**src/rtl/tmr_mon_pkg.sv**
```systemverilog
// Shared types and constants for the TMR disagreement monitor.
// Latency: n/a (declarations only).
// Backpressure: n/a (declarations only).
package tmr_mon_pkg;

  // Per-channel tracker state
  typedef enum logic [1:0] {
    TRK_OK      = 2'd0,
    TRK_SUSPECT = 2'd1,
    TRK_FAILED  = 2'd2
  } trk_state_e;

  localparam int CH_A     = 0;
  localparam int CH_B     = 1;
  localparam int CH_C     = 2;
  localparam int NUM_CH   = 3;
  localparam int EV_CNT_W = 16;

  // Isolate the lowest set bit; zero in, zero out.
  function automatic logic [NUM_CH-1:0] lowest_onehot(input logic [NUM_CH-1:0] v);
    return v & (~v + 3'd1);
  endfunction

endpackage

```
**src/rtl/tmr_disagree_monitor_if.sv**
```systemverilog
// Bundle of sample/compare inputs and fault-report outputs of the monitor.
// Latency: n/a (wiring only).
// Backpressure: fault_valid/fault_ready handshake; optional ev_cnt_* under TMR_MON_EVENT_CNT_EN.
interface tmr_disagree_monitor_if
  import tmr_mon_pkg::*;
#(
  parameter int WIDTH = 26
);
  logic             sample;
  logic [WIDTH-1:0] ch_a;
  logic [WIDTH-1:0] ch_b;
  logic [WIDTH-1:0] ch_c;
  logic [WIDTH-1:0] voted_n;
  logic             clr;
  logic [2:0]       miss;
  logic [2:0]       failed;
  logic             multi_fail;
  logic             fault_valid;
  logic [2:0]       fault_chan;
  logic             fault_ready;
`ifdef TMR_MON_EVENT_CNT_EN
  logic [EV_CNT_W-1:0] ev_cnt_a;
  logic [EV_CNT_W-1:0] ev_cnt_b;
  logic [EV_CNT_W-1:0] ev_cnt_c;

  modport master (
    output sample, ch_a, ch_b, ch_c, voted_n, clr, fault_ready,
    input  miss, failed, multi_fail, fault_valid, fault_chan,
    input  ev_cnt_a, ev_cnt_b, ev_cnt_c
  );
  modport slave (
    input  sample, ch_a, ch_b, ch_c, voted_n, clr, fault_ready,
    output miss, failed, multi_fail, fault_valid, fault_chan,
    output ev_cnt_a, ev_cnt_b, ev_cnt_c
  );
`else
  modport master (
    output sample, ch_a, ch_b, ch_c, voted_n, clr, fault_ready,
    input  miss, failed, multi_fail, fault_valid, fault_chan
  );
  modport slave (
    input  sample, ch_a, ch_b, ch_c, voted_n, clr, fault_ready,
    output miss, failed, multi_fail, fault_valid, fault_chan
  );
`endif
endinterface

```
**src/rtl/tmr_chan_tracker.sv**
```systemverilog
// One channel: compare vs majority, OK/SUSPECT/FAILED tracking, pending report bit, optional event counter (TMR_MON_EVENT_CNT_EN).
// Latency: a sample is reflected in miss/failed/pending on the next cycle.
// Backpressure: pending holds until ack; clr overrides sample and ack.
module tmr_chan_tracker
  import tmr_mon_pkg::*;
#(
  parameter int WIDTH   = 26,
  parameter int PERSIST = 4
) (
  input  logic             clk,
  input  logic             rst_n,
  input  logic             sample,
  input  logic             clr,
  input  logic             ack,
  input  logic [WIDTH-1:0] ch,
  input  logic [WIDTH-1:0] maj,
  output logic             miss,
  output logic             failed,
  output logic             pending
`ifdef TMR_MON_EVENT_CNT_EN
  ,
  output logic [EV_CNT_W-1:0] ev_cnt
`endif
);

  localparam int            CW       = $clog2(PERSIST + 1);
  localparam logic [CW-1:0] CNT_ONE  = CW'(1);
  localparam logic [CW-1:0] CNT_LAST = CW'(PERSIST - 1);

  trk_state_e    state_q, state_d;
  logic [CW-1:0] cnt_q, cnt_d;
  logic          miss_q, miss_d;
  logic          pend_q, pend_d;
  logic          mis;

  assign mis = |(ch ^ maj);

  // State, counter, mismatch and pending registers
  always_ff @(posedge clk or negedge rst_n) begin
    if (!rst_n) begin
      state_q <= TRK_OK;
      cnt_q   <= '0;
      miss_q  <= 1'b0;
      pend_q  <= 1'b0;
    end else begin
      state_q <= state_d;
      cnt_q   <= cnt_d;
      miss_q  <= miss_d;
      pend_q  <= pend_d;
    end
  end

  // Next state: clr wins, then ack clears pending, then a sample advances the tracker
  always_comb begin
    state_d = state_q;
    cnt_d   = cnt_q;
    miss_d  = miss_q;
    pend_d  = pend_q;
    if (clr) begin
      state_d = TRK_OK;
      cnt_d   = '0;
      miss_d  = 1'b0;
      pend_d  = 1'b0;
    end else begin
      if (ack) pend_d = 1'b0;
      if (sample) begin
        miss_d = mis;
        case (state_q)
          TRK_OK: begin
            if (mis) begin
              if (PERSIST == 1) begin
                state_d = TRK_FAILED;
                pend_d  = 1'b1;
              end else begin
                state_d = TRK_SUSPECT;
                cnt_d   = CNT_ONE;
              end
            end
          end
          TRK_SUSPECT: begin
            if (mis) begin
              cnt_d = cnt_q + CNT_ONE;
              if (cnt_q == CNT_LAST) begin
                state_d = TRK_FAILED;
                pend_d  = 1'b1;
              end
            end else begin
              state_d = TRK_OK;
              cnt_d   = '0;
            end
          end
          default: ;  // FAILED is sticky until clr or reset
        endcase
      end
    end
  end

  assign miss    = miss_q;
  assign failed  = (state_q == TRK_FAILED);
  assign pending = pend_q;

`ifdef TMR_MON_EVENT_CNT_EN
  logic [EV_CNT_W-1:0] ev_q;

  // Saturating count of every sampled mismatch; survives clr
  always_ff @(posedge clk or negedge rst_n) begin
    if (!rst_n) begin
      ev_q <= '0;
    end else if (sample && !clr && mis && (ev_q != '1)) begin
      ev_q <= ev_q + 1'b1;
    end
  end

  assign ev_cnt = ev_q;
`endif

endmodule

```
**src/rtl/tmr_disagree_monitor.sv**
```systemverilog
// TMR disagreement monitor: three channel trackers, lowest-index-first fault report arbiter, multi_fail.
// Latency: sample in cycle N shows on outputs in N+1; accept in N presents next report in N+1.
// Backpressure: a report holds on fault_valid until fault_ready; reports queue in pending bits (A, B, C order).
module tmr_disagree_monitor
  import tmr_mon_pkg::*;
#(
  parameter int WIDTH   = 26,
  parameter int PERSIST = 4
) (
  input logic                   clk,
  input logic                   rst_n,
  tmr_disagree_monitor_if.slave mon
);

  logic [WIDTH-1:0]  maj;
  logic [WIDTH-1:0]  chan_w [NUM_CH];
  logic [NUM_CH-1:0] miss_v, failed_v, pend_v, ack_v, sel_v;
`ifdef TMR_MON_EVENT_CNT_EN
  logic [EV_CNT_W-1:0] ev_v [NUM_CH];
`endif

  assign maj            = ~mon.voted_n;
  assign chan_w[CH_A]   = mon.ch_a;
  assign chan_w[CH_B]   = mon.ch_b;
  assign chan_w[CH_C]   = mon.ch_c;

  for (genvar i = 0; i < NUM_CH; i++) begin : g_ch
    tmr_chan_tracker #(
      .WIDTH  (WIDTH),
      .PERSIST(PERSIST)
    ) u_trk (
      .clk    (clk),
      .rst_n  (rst_n),
      .sample (mon.sample),
      .clr    (mon.clr),
      .ack    (ack_v[i]),
      .ch     (chan_w[i]),
      .maj    (maj),
      .miss   (miss_v[i]),
      .failed (failed_v[i]),
      .pending(pend_v[i])
`ifdef TMR_MON_EVENT_CNT_EN
      ,
      .ev_cnt (ev_v[i])
`endif
    );
  end

  // Report arbiter: present the lowest pending channel, ack it on handshake
  always_comb begin
    sel_v = lowest_onehot(pend_v);
    ack_v = mon.fault_ready ? sel_v : '0;
  end

  assign mon.miss        = miss_v;
  assign mon.failed      = failed_v;
  assign mon.multi_fail  = (failed_v[CH_A] & failed_v[CH_B]) |
                           (failed_v[CH_A] & failed_v[CH_C]) |
                           (failed_v[CH_B] & failed_v[CH_C]);
  assign mon.fault_valid = |pend_v;
  assign mon.fault_chan  = sel_v;

`ifdef TMR_MON_EVENT_CNT_EN
  assign mon.ev_cnt_a = ev_v[CH_A];
  assign mon.ev_cnt_b = ev_v[CH_B];
  assign mon.ev_cnt_c = ev_v[CH_C];
`endif

endmodule

```
**src/flat_wrapper.sv**
```systemverilog
// flat-port wrapper written by rule: the top's interface ports become plain ports
module tmr_disagree_monitor_flat import tmr_mon_pkg::*;
#(
  parameter int WIDTH   = 26,
  parameter int PERSIST = 4
)
  (clk, rst_n, mon_sample, mon_ch_a, mon_ch_b, mon_ch_c, mon_voted_n, mon_clr, mon_fault_ready, mon_miss, mon_failed, mon_multi_fail, mon_fault_valid, mon_fault_chan);
  tmr_disagree_monitor_if #(.WIDTH(WIDTH)) mon_i ();
  input logic clk;
  input logic rst_n;
  input wire logic [$bits(mon_i.sample)-1:0] mon_sample;
  input wire logic [$bits(mon_i.ch_a)-1:0] mon_ch_a;
  input wire logic [$bits(mon_i.ch_b)-1:0] mon_ch_b;
  input wire logic [$bits(mon_i.ch_c)-1:0] mon_ch_c;
  input wire logic [$bits(mon_i.voted_n)-1:0] mon_voted_n;
  input wire logic [$bits(mon_i.clr)-1:0] mon_clr;
  input wire logic [$bits(mon_i.fault_ready)-1:0] mon_fault_ready;
  output wire logic [$bits(mon_i.miss)-1:0] mon_miss;
  output wire logic [$bits(mon_i.failed)-1:0] mon_failed;
  output wire logic [$bits(mon_i.multi_fail)-1:0] mon_multi_fail;
  output wire logic [$bits(mon_i.fault_valid)-1:0] mon_fault_valid;
  output wire logic [$bits(mon_i.fault_chan)-1:0] mon_fault_chan;
  assign mon_i.sample = mon_sample;
  assign mon_i.ch_a = mon_ch_a;
  assign mon_i.ch_b = mon_ch_b;
  assign mon_i.ch_c = mon_ch_c;
  assign mon_i.voted_n = mon_voted_n;
  assign mon_i.clr = mon_clr;
  assign mon_i.fault_ready = mon_fault_ready;
  assign mon_miss = mon_i.miss;
  assign mon_failed = mon_i.failed;
  assign mon_multi_fail = mon_i.multi_fail;
  assign mon_fault_valid = mon_i.fault_valid;
  assign mon_fault_chan = mon_i.fault_chan;
  tmr_disagree_monitor #(.WIDTH(WIDTH), .PERSIST(PERSIST)) u_core (.clk(clk), .rst_n(rst_n), .mon(mon_i));
endmodule
```
**config.mk**
```make
export PLATFORM = sky130hd
export DESIGN_NAME = tmr_disagree_monitor_flat
export DESIGN_NICKNAME = d
export VERILOG_FILES = /design/src/rtl/tmr_mon_pkg.sv /design/src/rtl/tmr_disagree_monitor_if.sv /design/src/rtl/tmr_chan_tracker.sv /design/src/rtl/tmr_disagree_monitor.sv /design/src/flat_wrapper.sv
export SDC_FILE = /design/constraint.sdc
export NUM_CORES = 1
export LEC_CHECK = 0
export BUFFER_PORTS_ARGS = -buffer_cell sky130_fd_sc_hd__buf_2
export CORE_MARGIN = 5
export CORE_UTILIZATION = 48
export DETAILED_ROUTE_END_ITERATION = 8
export PLACE_DENSITY_LB_ADDON = 0.08
export SYNTH_ARGS = -nofsm -noshare
export SYNTH_HDL_FRONTEND = slang
export SYNTH_SLANG_ARGS = --single-unit
```
**constraint.sdc**
```tcl
create_clock -name clk -period 2.41 [get_ports clk]
set_input_delay 0.241 -clock clk [delete_from_list [all_inputs] [get_ports clk]]
set_output_delay 0.241 -clock clk [all_outputs]
set_load 0.005 [all_outputs]
```
# After elaboration in Yosys (flattened, before gate mapping)
# Index checks and enable logic that the tools add are counted.
[word_totals] ff_bits=21 in_bits=109 output_inout_bits=11
[op_classes] n_addsub=4 eq_ne=15 n_mux=58 bitwise=11 reduce_logical=17
[ops] cell="$reduce_or A26 Y1" n=3
[ops] cell="$xor A26 B26 Y26" n=3
[ops] cell="$mux W3" n=13
[ops] cell="$mux W2" n=15
[ops] cell="$not A26 Y26" n=1
[ops] cell="$mux W1" n=24
[ops] cell="$pmux W3 S2" n=3
[ops] cell="$add A3 B1 Y3 const B" n=4
[ops] cell="$ne A4 B4 Y1 const B" n=3
[ops] cell="$pmux W2 S2" n=3
[ops] cell="$reduce_and A4 Y1" n=3
[ops] cell="$eq A3 B2 Y1 const B" n=3
[ops] cell="$ne A3 B3 Y1 const B" n=3
[ops] cell="$reduce_and A3 Y1" n=3
[ops] cell="$reduce_bool A3 Y1" n=3
[ops] cell="$eq A2 B1 Y1 const B" n=3
[ops] cell="$eq A2 B2 Y1 const B" n=3
[ops] cell="$logic_not A2 Y1" n=3
[ops] cell="$and A1 B1 Y1" n=3
[ops] cell="$and A3 B3 Y3" n=1
[ops] cell="$not A3 Y3" n=1
[ops] cell="$reduce_or A3 Y1" n=1
[ops] cell="$or A1 B1 Y1" n=2
[ops] cell="$reduce_bool A2 Y1" n=1

# Logic depth before layout (Yosys ltp)
[logic_depth] ltp_word=10 depth_mapped=6

# Cells and area by module
# Synthesis repeated with hierarchy kept, for this count alone.
[unflattened] hier_cells=268 area_unflattened_um2=2183.3
[by_module_without_submodules] mod="tmr_chan_tracker (u_core.g_ch[1].u_trk ...)" n_inst=2 cells_per_inst=78 area_per_inst_um2=654.4 seq_area_each_um2=175.2
[by_module_without_submodules] mod="tmr_chan_tracker (u_core.g_ch[0].u_trk)" n_inst=1 cells_per_inst=78 area_per_inst_um2=710.7 seq_area_each_um2=175.2
[by_module_without_submodules] mod="tmr_disagree_monitor" n_inst=1 cells_per_inst=34 area_per_inst_um2=163.9 seq_area_each_um2=0.0

# Worst setup path before layout
# No wires, ideal clock.
[synth_path] path_type="in2reg" startpoint="input mon_voted_n[17]" endpoint="register u_core.g_ch[0].u_trk.cnt_q[1]" t_arrival_ns=1.232 t_required_ns=2.332 slack_ns=1.101 stages=5 n_path_buf=0 cell_sequence="xnor2_1 > nor4_2 > nand4_2 > o31ai_2 > o2bb2ai_1"
[synth_between] elab_chain_cells=7
[synth_rtl] element="start, declared" line_no="flat_wrapper.sv:15" source="input wire logic [$bits(mon_i.voted_n)-1:0] mon_voted_n;"
[synth_rtl] element="$not A26 Y26 (*)" line_no="tmr_disagree_monitor.sv:22" source="assign maj = ~mon.voted_n;"
[synth_rtl] element="$xor A26 B26 Y26 (*)" line_no="tmr_chan_tracker.sv:36" source="assign mis = |(ch ^ maj);"
[synth_rtl] element="$reduce_or A26 Y1 (*)" line_no="tmr_chan_tracker.sv:36"
[synth_rtl] element="$mux W3" line_no="tmr_chan_tracker.sv:81" source="if (mis) begin"
[synth_rtl] element="$pmux W3 S2" line_no="tmr_chan_tracker.sv:68" source="case (state_q)"
[synth_rtl] element="$mux W3" line_no="tmr_chan_tracker.sv:66" source="if (sample) begin"
[synth_rtl] element="$mux W3" line_no="tmr_chan_tracker.sv:59" source="if (clr) begin"
[synth_rtl] element="end signal, assigned" line_no="tmr_chan_tracker.sv:47" source="cnt_q <= cnt_d;"
[synth_rtl] element="end, declared" line_no="tmr_chan_tracker.sv:31" source="logic [CW-1:0] cnt_q, cnt_d;"
# Mark *: on every way between the ends. The rest lies on a longest branch, timed or not. The select of a mux whose other input is x is not followed.
# A chain may end at the register's enable or synchronous reset.

# Final worst setup path
[layout_path] startpoint="input mon_voted_n[19]" endpoint="register u_core.g_ch[2].u_trk.cnt_q[2]"
[layout_between] elab_chain_cells=7
[layout_rtl] element="$not A26 Y26 (*)" line_no="tmr_disagree_monitor.sv:22"
[layout_rtl] element="$xor A26 B26 Y26 (*)" line_no="tmr_chan_tracker.sv:36"
[layout_rtl] element="$reduce_or A26 Y1 (*)" line_no="tmr_chan_tracker.sv:36"
[layout_rtl] element="$mux W3" line_no="tmr_chan_tracker.sv:81"
[layout_rtl] element="$pmux W3 S2" line_no="tmr_chan_tracker.sv:68"
[layout_rtl] element="$mux W3" line_no="tmr_chan_tracker.sv:66"
[layout_rtl] element="$mux W3" line_no="tmr_chan_tracker.sv:59"
[layout_rtl] element="end signal, assigned" line_no="tmr_chan_tracker.sv:47"
[layout_rtl] element="end, declared" line_no="tmr_chan_tracker.sv:31"
# Marks and branches as above.

==> results.cfg <==
[clock_network]
cts_made_buffers = 3
ctsHtreeMaxLevel = 1
cts-root-buf = clkbuf_8
cts_tree = built
path_clk_slew_ns = 0.08
post_cts_buffers = 0
clk_path_buf_depth = 2
cts_resized = 0
cts_num_sinks = 21
clock_latency_ns = 0.25
ctsHoldBuffers = 1

[grt]
grt_max_degree = 22
overflow = 0
grt_pass1_wl_um = 9370
grt_usage = 0.213
grt_pass1_vias = 2136
antenna_found_initial = 0

[critical_path]
cp.arrival_ns = 1.80
rrSetupSlack_ns = 1.15
crit_fanout = 5
cp-start-kind = input port
r2r-end = u_core.g_ch[1].u_trk.state_q[0]
crit_type = in2reg
endpoint_kind = flip-flop
r2r_cells = 5
required_ns = 2.59
r2r-start = u_core.g_ch[1].u_trk.cnt_q[0]

[sta]
tightestPinTransition_ns = 0.482
min_period_ns = 1.62
skew_ns = 0.00161
relSlewSlack = 0.679
fin_setup_tns_ns = 0
drv_slew = 0
hold_viol = 0
fin_crit_sh = 0.672
rsz0062_at_grt = false
setup_violations = 0
fmax_mhz = 617

[layout]
layout.nets = 467
post-route-util = 0.664
fin_area_sq_um = 2710
drive_above_1_share = 0.365
syn_to_final_growth_pct = 31.5
diodes = 0

[placement]
gp_congestion = 0.842
io_buffer_count = 119
placed_area_sq_um = 2660
dp_hpwl_um = 5380

[hold_path]
hold_path_end = u_core.g_ch[0].u_trk.pending
hold_start = mon_fault_ready
hold_class = in2reg
min_path_cells = 3

[synthesis]
synth_top_family_by_area = XOR/XNOR gates
synth_compound_area_frac = 0.130
synthFlopType = dfrtp_1
synth.area.mux_share = 0
ys_async_sr_fraction = 1.00
syn-num-nets = 352
yosysTopAreaCell = xnor2_1
ys_types = 31
synth_cells = 237
synth_edf_count = 0
synth-seq-cells = 21
yosys.area_share.simple = 0.189
synthTopCellsByArea = xnor2_1 (33%), dfrtp_1 (25%), nor4_1 (4.5%)
ys_seq_area_frac = 0.255
yosysWarningCount = 0
syn_area_sq_um = 2060
syn_area_per_cell_sq_um = 8.71
synthAdderAreaFrac = 0.0412
synth.top_cell.area_share = 0.331
synth-xor-area-share = 0.331

[pwr]
peakVddDrop_mv = 0.181
p_comb_frac = 0.351
leakagePower_nw = 1.18
p_int_w = 0.000660
pwr-share-seq = 0.403
p_sw_w = 0.000274
p_clk_frac = 0.246
power_density_nw_per_um2 = 344
netSwitchingFraction = 0.293

[floorplan]
initial_utilization = 0.505
coreArea_sq_um = 4090
die_area_sq_um = 5710
ios = 120
fp.dieW_um = 75.6
die_h_um = 75.6
rows = 23

[run_status]
status = completed

[route]
drt-vias-per-instance = 5.15
ant_nets = 0
drt_iter0_markers = 126
num_vias = 2067
dr.pass1.iters = 4
drc = 0
wire_per_inst_um = 15.0
routed_wl_um = 6030

[run]
drv_cap = 0
==> cell usage in the layout, fill, tap and decap left out <==
cell type      synthesis  layout
o41ai_1                2       2
clkbuf_8               0       3
o21ai_0               11      11
maj3_1                 1       1
nor3_1                 1       1
nor4_2                 3       3
nor4_1                15      15
a31oi_1                2       2
clkbuf_1               3       1
inv_1                 13      13
nand2_1                6       6
a21oi_1                9       9
nand3b_1               3       3
nand3_1                3       3
o2111ai_1              3       3
a211oi_1               3       3
xnor2_1               78      78
buf_2                  0     119
o31ai_2                1       1
dfrtp_1               21      21
nand2b_1               4       4
or3_1                  1       1
dlygate4sd3_1          0       1
ha_1                   6       6
a31o_2                 1       1
nor2b_1                3       3
nand4_2                1       1
o211ai_1               2       2
o2bb2ai_1              6       6
nor3b_1                2       2
nor2_1                19      19
nand4_1                2       2
and2_1                 5       5
==> critical path, stage by stage <==
cell and delay, ns:
buf_2 0.13, xnor2_1 0.12, nor4_1 0.42, nand4_1 0.33, o21ai_0 0.39, o2bb2ai_1 0.16
==> flip-flops by register name, indices dropped and copies added (netlist names) <==
signal and count:
u_core.g_ch.u_trk.cnt_q 9, u_core.g_ch.u_trk.state_q 6, u_core.g_ch.u_trk.miss 3, u_core.g_ch.u_trk.pending 3
==> cells in the mapped netlist, types with 2 or more instances <==
library cell	n
o2bb2ai_1	6
a211oi_1	3
clkbuf_1	3
a31oi_1	2
o211ai_1	2
and2_1	5
nor2_1	19
nor2b_1	3
nor4_2	3
o21ai_0	11
nand2_1	6
nand3b_1	3
nand4_1	2
a21oi_1	9
buf_4	7
ha_1	6
nand2b_1	4
o41ai_1	2
nand3_1	3
inv_1	13
o2111ai_1	3
dfrtp_1	21
nor3b_1	2
nor4_1	15
xnor2_1	78
==> routing by layer <==
| layer | GRT usage | part of all wire |
|---|---|---|
| met2 | 0.402 | 0.54 |
| met1 | 0.241 | 0.37 |
| met4 | 0.0466 | 0.0035 |
| met3 | 0.0528 | 0.088 |
| met5 | 0 | 0 |
==> cell type report <==
type | count | area, sq um
tap | 50 | 62.6
multi-input combinational | 193 | 1430
sequential | 21 | 526
fill | 378 | 1370
timing repair buffer | 120 | 606
inverter | 13 | 48.8
clock buffer | 4 | 45.0
==> worst max path at each step <==
| stage | startpoint | slack (ns) | end | depth (start not counted) |
|---|---|---|---|---|
| finish | mon_voted_n[19] | 0.79 | u_core.g_ch[2].u_trk.cnt_q[2] | 6 |
| floorplan | mon_voted_n[17] | 1.10 | u_core.g_ch[0].u_trk.cnt_q[1] | 5 |
| detailed placement | mon_voted_n[19] | 0.51 | u_core.g_ch[2].u_trk.cnt_q[2] | 6 |
| global placement | mon_voted_n[0] | 0.52 | u_core.g_ch[1].u_trk.cnt_q[2] | 6 |
| CTS | mon_voted_n[19] | 0.78 | u_core.g_ch[2].u_trk.cnt_q[2] | 6 |
| global route | mon_voted_n[19] | 0.58 | u_core.g_ch[2].u_trk.cnt_q[2] | 6 |
==> metrics by stage <==
stage	hold slack [ns]	power, W	setup slack [ns]	cells
2_1_floorplan	-0.0546	0.000558	1.10	237
3_3_place_gp	0.228	0.000711	0.516	396
3_5_place_dp	0.231	0.000714	0.511	396
4_1_cts	0.271	0.000943	0.781	401
5_1_grt	0.289	0.000988	0.581	401
6_report	0.269	0.000934	0.790	401
==> cells by family after synthesis <==
logic type | count (synthesis)
adders and majority gates | 7
buffers and inverters | 23
AOI/OAI and AO/OA | 40
and+or+nand+nor | 68
DFF | 21
xor gates and xnor gates | 78
==> power groups by stage <==
| stage | Sequential (W) | Clock, W | Combinational [W] |
|---|---|---|---|
| after detailed placement | 0.000384 | 0 | 0.000330 |
| after global placement | 0.000383 | 0 | 0.000328 |
| after CTS | 0.000377 | 0.000234 | 0.000332 |
| final | 0.000377 | 0.000230 | 0.000328 |
| after global routing | 0.000379 | 0.000248 | 0.000361 |
| after floorplan | 0.000381 | 0 | 0.000177 |
Note: power is estimated with default switching activity, not from simulation.
